[src/rtl/rock_level_controller_if.sv]
// Bundles the tick-domain inputs and the level outputs of rock_level_controller.
// The master drives tick/stress/clear and observes the levels; the slave is the controller.
interface rock_level_controller_if #(
    parameter int unsigned LVL_W = 3
) ();
    logic             tick;
    logic             stress_low;
    logic             clear_err;
    logic [LVL_W-1:0] freq;
    logic [LVL_W-1:0] amp;
    logic             error;
    logic [1:0]       state_o;
    logic             lvl_upd;

    modport master (
        output tick, stress_low, clear_err,
        input  freq, amp, error, state_o, lvl_upd
    );

    modport slave (
        input  tick, stress_low, clear_err,
        output freq, amp, error, state_o, lvl_upd
    );
endinterface

[src/rtl/rock_level_controller.sv]
// Walks freq/amp rocking levels up under stress and down after sustained calm,
// one decision per tick, with a sticky error when maximum rocking fails.
module rock_level_controller #(
    parameter int unsigned LVL_W      = 3,
    parameter int unsigned MAX_LVL    = 7,
    parameter int unsigned HOLD_TICKS = 4,
    parameter int unsigned ESC_MAX    = 3,
    parameter int unsigned FREQ_FIRST = 1
) (
    input logic                  clk,
    input logic                  reset,
    rock_level_controller_if.slave bus
);
    localparam int unsigned CalmW = $clog2(HOLD_TICKS + 1);
    localparam int unsigned EscW  = $clog2(ESC_MAX + 1);
    localparam logic [LVL_W-1:0] MaxLvl   = LVL_W'(MAX_LVL);
    localparam logic [CalmW-1:0] CalmLast = CalmW'(HOLD_TICKS - 1);
    localparam logic [EscW-1:0]  EscLast  = EscW'(ESC_MAX - 1);

    typedef enum logic [1:0] {StIdle = 2'd0, StRock = 2'd1, StError = 2'd2} state_e;

    state_e           state_q, state_d;
    logic [LVL_W-1:0] freq_q, freq_d, amp_q, amp_d;
    logic [CalmW-1:0] calm_q, calm_d;
    logic [EscW-1:0]  esc_q, esc_d;
    logic             error_q, error_d, upd_q, upd_d;

    // lead is the axis favoured by the step rules; FREQ_FIRST=0 mirrors freq and amp
    logic [LVL_W-1:0] lead, oth, lead_up, oth_up, lead_dn, oth_dn;
    logic [LVL_W-1:0] up_f, up_a, dn_f, dn_a;
    logic             at_max;

    always_comb begin
        lead    = (FREQ_FIRST != 0) ? freq_q : amp_q;
        oth     = (FREQ_FIRST != 0) ? amp_q : freq_q;
        lead_up = lead;
        oth_up  = oth;
        lead_dn = lead;
        oth_dn  = oth;
        if (((lead <= oth) && (lead != MaxLvl)) || (oth == MaxLvl)) begin
            lead_up = lead + 1'b1;
        end else begin
            oth_up = oth + 1'b1;
        end
        if (lead > oth) begin
            lead_dn = lead - 1'b1;
        end else if (oth != '0) begin
            oth_dn = oth - 1'b1;
        end
        up_f   = (FREQ_FIRST != 0) ? lead_up : oth_up;
        up_a   = (FREQ_FIRST != 0) ? oth_up : lead_up;
        dn_f   = (FREQ_FIRST != 0) ? lead_dn : oth_dn;
        dn_a   = (FREQ_FIRST != 0) ? oth_dn : lead_dn;
        at_max = (freq_q == MaxLvl) && (amp_q == MaxLvl);
    end

    always_comb begin
        state_d = state_q;
        freq_d  = freq_q;
        amp_d   = amp_q;
        calm_d  = calm_q;
        esc_d   = esc_q;
        case (state_q)
            StIdle: begin
                if (bus.tick && !bus.stress_low) begin
                    freq_d  = up_f;
                    amp_d   = up_a;
                    state_d = StRock;
                    calm_d  = '0;
                    esc_d   = '0;
                end
            end
            StRock: begin
                if (bus.tick && !bus.stress_low) begin
                    calm_d = '0;
                    if (!at_max) begin
                        freq_d = up_f;
                        amp_d  = up_a;
                        esc_d  = '0;
                    end else if (esc_q == EscLast) begin
                        state_d = StError;
                        freq_d  = '0;
                        amp_d   = '0;
                        esc_d   = '0;
                    end else begin
                        esc_d = esc_q + 1'b1;
                    end
                end else if (bus.tick) begin
                    esc_d = '0;
                    if (calm_q == CalmLast) begin
                        freq_d = dn_f;
                        amp_d  = dn_a;
                        calm_d = '0;
                        if ((dn_f == '0) && (dn_a == '0)) begin
                            state_d = StIdle;
                        end
                    end else begin
                        calm_d = calm_q + 1'b1;
                    end
                end
            end
            StError: begin
                freq_d = '0;
                amp_d  = '0;
                // clear wins over a same-cycle tick, which is simply dropped
                if (bus.clear_err) begin
                    state_d = StIdle;
                    calm_d  = '0;
                    esc_d   = '0;
                end
            end
            default: begin
                state_d = StIdle;
                freq_d  = '0;
                amp_d   = '0;
                calm_d  = '0;
                esc_d   = '0;
            end
        endcase
        error_d = (state_d == StError);
        upd_d   = (freq_d != freq_q) || (amp_d != amp_q);
    end

    always_ff @(posedge clk) begin
        if (reset) begin
            state_q <= StIdle;
            freq_q  <= '0;
            amp_q   <= '0;
            calm_q  <= '0;
            esc_q   <= '0;
            error_q <= 1'b0;
            upd_q   <= 1'b0;
        end else begin
            state_q <= state_d;
            freq_q  <= freq_d;
            amp_q   <= amp_d;
            calm_q  <= calm_d;
            esc_q   <= esc_d;
            error_q <= error_d;
            upd_q   <= upd_d;
        end
    end

    assign bus.freq    = freq_q;
    assign bus.amp     = amp_q;
    assign bus.error   = error_q;
    assign bus.state_o = state_q;
    assign bus.lvl_upd = upd_q;
endmodule
[src/flat_wrapper.sv]
// flat-port wrapper written by rule: the top's interface ports become plain ports
module rock_level_controller_flat 
#(
    parameter int unsigned LVL_W      = 3,
    parameter int unsigned MAX_LVL    = 7,
    parameter int unsigned HOLD_TICKS = 4,
    parameter int unsigned ESC_MAX    = 3,
    parameter int unsigned FREQ_FIRST = 1
)
  (clk, reset, bus_tick, bus_stress_low, bus_clear_err, bus_freq, bus_amp, bus_error, bus_state_o, bus_lvl_upd);
  rock_level_controller_if #(.LVL_W(LVL_W)) bus_i ();
  input logic clk;
  input logic reset;
  input wire logic [$bits(bus_i.tick)-1:0] bus_tick;
  input wire logic [$bits(bus_i.stress_low)-1:0] bus_stress_low;
  input wire logic [$bits(bus_i.clear_err)-1:0] bus_clear_err;
  output wire logic [$bits(bus_i.freq)-1:0] bus_freq;
  output wire logic [$bits(bus_i.amp)-1:0] bus_amp;
  output wire logic [$bits(bus_i.error)-1:0] bus_error;
  output wire logic [$bits(bus_i.state_o)-1:0] bus_state_o;
  output wire logic [$bits(bus_i.lvl_upd)-1:0] bus_lvl_upd;
  assign bus_i.tick = bus_tick;
  assign bus_i.stress_low = bus_stress_low;
  assign bus_i.clear_err = bus_clear_err;
  assign bus_freq = bus_i.freq;
  assign bus_amp = bus_i.amp;
  assign bus_error = bus_i.error;
  assign bus_state_o = bus_i.state_o;
  assign bus_lvl_upd = bus_i.lvl_upd;
  rock_level_controller #(.LVL_W(LVL_W), .MAX_LVL(MAX_LVL), .HOLD_TICKS(HOLD_TICKS), .ESC_MAX(ESC_MAX), .FREQ_FIRST(FREQ_FIRST)) u_core (.clk(clk), .reset(reset), .bus(bus_i));
endmodule
[config.mk]
export PLATFORM = sky130hd
export DESIGN_NAME = rock_level_controller_flat
export DESIGN_NICKNAME = d
export VERILOG_FILES = /design/src/rtl/rock_level_controller_if.sv /design/src/rtl/rock_level_controller.sv /design/src/flat_wrapper.sv
export SDC_FILE = /design/constraint.sdc
export NUM_CORES = 1
export LEC_CHECK = 0
export BUFFER_PORTS_ARGS = -buffer_cell sky130_fd_sc_hd__buf_2
export CAP_MARGIN = 30
export CORE_MARGIN = 2
export CORE_UTILIZATION = 40
export CTS_BUF_LIST = sky130_fd_sc_hd__clkbuf_4 sky130_fd_sc_hd__clkbuf_8
export DETAILED_ROUTE_END_ITERATION = 16
export PLACE_DENSITY = 0.58
export REMOVE_ABC_BUFFERS = 1
export SYNTH_ARGS = -nofsm -noshare
export SYNTH_HDL_FRONTEND = slang
export SYNTH_SLANG_ARGS = --single-unit
[constraint.sdc]
create_clock -name clk -period 3.2 [get_ports clk]
set_input_delay 0.16 -clock clk [delete_from_list [all_inputs] [get_ports clk]]
set_output_delay 0.16 -clock clk [all_outputs]
set_load 0.1 [all_outputs]
# ---- Word level (Yosys, flattened, before mapping)
# Cells that the tools add are included.
dict set report op_classes {
  n_mux 41
  addsub 6
  eq_ne 13
  magnitude_cmp 2
  n_reduce_logical 12
}
# operator n
set op_table {}
lappend op_table {{3-bit 2-to-1 mux} 22}
lappend op_table {{2-bit 2-to-1 mux} 14}
lappend op_table {{2-bit case mux with 3 select lines} 2}
lappend op_table {{3-bit case mux with 2 select lines} 2}
lappend op_table {{3-bit by 1-bit adder with 3-bit output (second input constant)} 3}
lappend op_table {{3-bit case mux with 3 select lines} 1}
lappend op_table {{2-bit equality test (second input constant)} 3}
lappend op_table {{3-bit equality test (second input constant)} 2}
lappend op_table {{3-bit logical NOT} 2}
lappend op_table {{3-bit != test} 2}
lappend op_table {{3-bit by 1-bit subtractor with 3-bit output (second input constant)} 2}
lappend op_table {{1-bit logical AND} 4}
lappend op_table {{3-bit by 2-bit equality test with 1-bit output (second input constant)} 1}
lappend op_table {{3-bit > comparator} 1}
lappend op_table {{3-bit <= comparator} 1}
lappend op_table {{3-bit by 2-bit != test with 1-bit output (second input constant)} 1}
lappend op_table {{3-bit != test (second input constant)} 1}
lappend op_table {{3-bit AND reduction} 1}
lappend op_table {{3-bit nonzero test} 1}
lappend op_table {{2-bit by 1-bit adder with 2-bit output (second input constant)} 1}
lappend op_table {{2-bit by 1-bit equality test with 1-bit output (second input constant)} 1}
lappend op_table {{2-bit logical NOT} 1}
lappend op_table {{1-bit logical OR} 2}
lappend op_table {{2-bit by 1-bit != test with 1-bit output (second input constant)} 1}
lappend op_table {{2 further kinds} 2}
dict set report totals {
  input_bits 5
  reg_bits 15
  output_inout_bits 10
  word_cells 81
}

# ---- Longest topological paths before layout
dict set report logic_depth {
  word_depth 11
  depth_mapped 10
}

# ---- Worst setup path before layout
# No wires, ideal clock.
dict set report synth_timing {
  path_type {register to register}
  start {register u_core.amp_q[1] (netlist: u_core.bus.amp[1])}
  end {register u_core.upd_q (netlist: u_core.bus.lvl_upd)}
  period_less_slack_ns 3.237
  n_path_buf 0
  t_arrival_ns 3.101
  setup_time_ns 0.136
  setup_slack_ns -0.037
  t_required_ns 3.064
  stages_incl_launch_ff 10
  path_cell_list {dfxtp_1 > inv_1 > ha_1 > and3b_4 > o21a_4 > or4_4 > o211ai_2 > nor3_2 > a221oi_2 > a41oi_1}
}
dict set report synth_between {
  elab_chain_cells 9
}
# element line
set synth_rtl {}
lappend synth_rtl {{start, declared} rock_level_controller.sv:23} ;# logic [LVL_W-1:0] freq_q, freq_d, amp_q, amp_d;
lappend synth_rtl {{start signal, assigned} rock_level_controller.sv:136} ;# amp_q <= amp_d;
lappend synth_rtl {{3-bit by 1-bit subtractor with 3-bit output (tied with other cells)} rock_level_controller.sv:48} ;# oth_dn = oth - 1'b1;
lappend synth_rtl {{3-bit 2-to-1 mux or 1-bit logical AND (tied branches)} {rock_level_controller.sv:47, rock_level_controller.sv:40}}
lappend synth_rtl {{3-bit 2-to-1 mux or 1-bit logical OR (tied branches)} {rock_level_controller.sv:45, rock_level_controller.sv:40}}
lappend synth_rtl {{3-bit 2-to-1 mux, on equally long branches} {rock_level_controller.sv:90, rock_level_controller.sv:40}}
lappend synth_rtl {{3-bit 2-to-1 mux, on equally long branches} {rock_level_controller.sv:88, rock_level_controller.sv:76}}
lappend synth_rtl {{3-bit 2-to-1 mux} rock_level_controller.sv:74} ;# if (bus.tick && !bus.stress_low) begin
lappend synth_rtl {{3-bit case mux with 2 select lines} rock_level_controller.sv:63} ;# case (state_q)
lappend synth_rtl {{3-bit != test} rock_level_controller.sv:121} ;# upd_d = (freq_d != freq_q) || (amp_d != amp_q);
lappend synth_rtl {{1-bit logical OR (*)} rock_level_controller.sv:121}
lappend synth_rtl {{end signal, assigned} rock_level_controller.sv:140} ;# upd_q <= upd_d;
lappend synth_rtl {{end, declared} rock_level_controller.sv:26} ;# logic error_q, error_d, upd_q, upd_d;
# Mark *: on every way between the ends. The rest lies on a longest branch, timed or not.
# A chain may end at the register's enable or synchronous reset.

# ---- Final worst setup path
dict set report layout_timing {
  start {register u_core.amp_q[2] (netlist: u_core.bus.amp[2])}
  end {register u_core.upd_q (netlist: u_core.bus.lvl_upd)}
}
# Same word-level chain as after synthesis.

==> impl_metrics.yaml <==
status:
  outcome: "completed"
clock_tree:
  clkTransAtPathRegs_ns: 0.10
  post_cts_buffers: 0
  ctsResizeCount: 0
  cts_tree: "yes"
  clk_path_buf_depth: 2
  clock-sinks: 15
  clk_latency_ns: 0.29
  cts_max_level: 1
  numCtsBuffers: 3
  cts_root_buffer: "clkbuf_4"
  cts_hold_buf: 0
yosys:
  seq_area_frac_synth_pct: 20.6
  synth_area_per_cell_um2: 7.44
  ys_ff_latch: 15
  async_flop_share_pct: 0
  yosys.area.top_type: "dfxtp_1"
  syn_inst: 196
  synth_edf_count: 0
  syn_area_um2: 1460
  ys_types: 50
  synth.area.top_cells: "dfxtp_1 (21%), ha_1 (9.4%), nor2_1 (7.5%), a21oi_1 (5.5%), nand2_1 (3.9%)"
  ys_warn_count: 0
  synth_top_area_share_pct: 20.6
  synthFlopType: "dfxtp_1"
timing:
  holdWs_ns: 0.223
  slew_headroom_pct: 59.3
  report.final.setup_viol: 0
  worst_slack_ns: 0.530
  final.min_clock_period_ns: 2.67
  setup_tns_ns: 0
  fin_crit_sh_pct: 83.4
  worst_pin_slew_ns: 0.609
  slew_viol_final: 0
  hold_viol: 0
  finClkSkew_ns: 0.00610
  fmax_mhz: 375
  rsz0062_at_grt: "no"
global_routing:
  grt_overflow: 0
  grt_max_degree: 16
  antenna_found_initial: 0
  grt_pass1_wl_um: 6860
  grt_pass1_vias: 1439
  grt_util_all_layers_pct: 20.6
route:
  via_per_inst: 6.14
  drc: 0
  antenna_left: 0
  avgRoutedWirePerCell_um: 15.6
  highest_layer: "met4"
  firstDrtPassIters: 4
  wl_met3_um: 261
  routed_wl_um: 3930
  drt_iter0_markers: 131
  route.met2.wl_um: 1790
  vias: 1547
  m1WireLength_um: 1810
die:
  io_pins: 15
  row_count: 21
  core_area_um2: 3420
  start_util_pct: 42.7
  dieArea_um2: 4140
  die_w_um: 64.4
  die_height_um: 64.4
place:
  port_buffers: 14
  place_congestion: 0.914
  place_ws_ns: 0.599
  placed_cells: 248
  dp_hpwl_um: 2990
setup_path:
  critPathMaxFanout: 10
  startpoint_type: "register"
  cpPeakStageDelay_ns: 0.55
  slowest_stage: "dfxtp_1"
  critPathBufInv: 1
  critPathKind: "register to register"
  endpoint_kind: "register"
  cp.arrival_ns: 2.85
  cp_data_required_time_ns: 3.38
  crit_path_cell_trace: "inv_1 -> ha_1 -> and3b_4 -> o21a_4 -> a21oi_1 -> a221oi_2 -> a211oi_1 -> o311a_1 -> a41oi_1"
  crit_family: "compound AO/OA/AOI/OAI gates"
layout:
  final_common_cell: "nor2_1"
  drive_gt1_share_pct: 16.0
  antennaDiodeCount: 0
  syn2layout_area_growth_pct: 7.81
  final_cell_mix: "nor2_1 (29), a21oi_1 (16), nand2_1 (15), dfxtp_1 (15), buf_2 (14)"
  nNetsFinal: 223
  final_cells: 252
power:
  peakVddDrop_uv: 237
  p_per_area_nw_per_um2: 375
  p_total_mw: 0.590
  total_leakage_power_nw: 0.602
min_path:
  hp-class: "primary input to register"
job:
  maxCapViolCount: 0
final timing paths:
kind | to | start | slack [ns] | cells after the start
setup / recovery | u_core.bus.lvl_upd | u_core.bus.amp[2] | 0.53 | 9
hold / removal | u_core.bus.error | reset | 0.22 | 2
setup reg to reg | u_core.bus.lvl_upd | u_core.bus.amp[2] | 0.53 | 9
hold reg to reg | u_core.calm_q[2] | u_core.calm_q[2] | 0.47 | 1
logic make-up after synthesis:
family | Yosys count | share of synthesized area (%)
XOR/XNOR | 1 | 0.601
multiplexers | 1 | 0.687
buffers and inverters | 19 | 6.09
AO/OA/AOI/OAI | 66 | 33.0
flip-flops | 15 | 20.6
adder cells (fa/ha/maj) | 11 | 9.44
AND/OR/NAND/NOR | 83 | 29.5
worst reg2reg max path, cell delays in order (launching register included):
cell and delay [ns]:
dfxtp_1 0.55, inv_1 0.12, ha_1 0.34, and3b_4 0.21, o21a_4 0.25, a21oi_1 0.30
a221oi_2 0.09, a211oi_1 0.37, o311a_1 0.24, a41oi_1 0.09
metal layers:
metal | vias up | track usage, %
li1 | 754 | -
met1 | 721 | 28.5
met2 | 64 | 32.7
met3 | 8 | 4.23
met4 | 0 | 4.79
met5 | - | 0
cell type report:
cell class                 count  area [um2]
timing repair buffer          15        77.6
inverter                      10        37.5
fill                         361        1840
multi-input combinational    162        1070
sequential                    15         300
tap                           46        57.6
clock buffer                   4        30.0
flip-flops by register name, indices dropped and copies added, names as in the netlist:
signal	flops
u_core.bus.freq	3
u_core.bus.lvl_upd	1
u_core.bus.amp	3
u_core.bus.error	1
u_core.calm_q	3
u_core.esc_q	2
u_core.bus.state_o	2
Yosys cell counts, types with 3 or more instances:
cell type and number:
nor2_1 29, a21oi_1 16, dfxtp_1 15, nand2_1 15
ha_1 11, o21ai_0 11, inv_1 10, nand3_1 9
clkbuf_1 7, a211oi_1 4, a31oi_1 4, a32oi_1 4
nor3_1 4, nor4_1 4, o22ai_1 4, nand2b_1 3
nor2b_1 3, nor3b_1 3
stage by stage:
step / instance area [um2] / utilization [%]
3_5_place_dp: 1540 / 45.1
2_1_floorplan: 1410 / -
5_1_grt: 1570 / 46.0
6_report: 1570 / 46.0
4_1_cts: 1570 / 46.0
3_3_place_gp: 1540 / 45.1
report_power, final:
group | total, mW | switching, mW | internal [mW] | leakage (nW)
combinational | 0.259 | 0.180 | 0.0782 | 0.462
clock | 0.122 | 0.0654 | 0.0570 | 0.0184
sequential | 0.209 | 0.0142 | 0.194 | 0.122
total | 0.590 | 0.260 | 0.330 | 0.602
(Power assumes the default switching activity.)
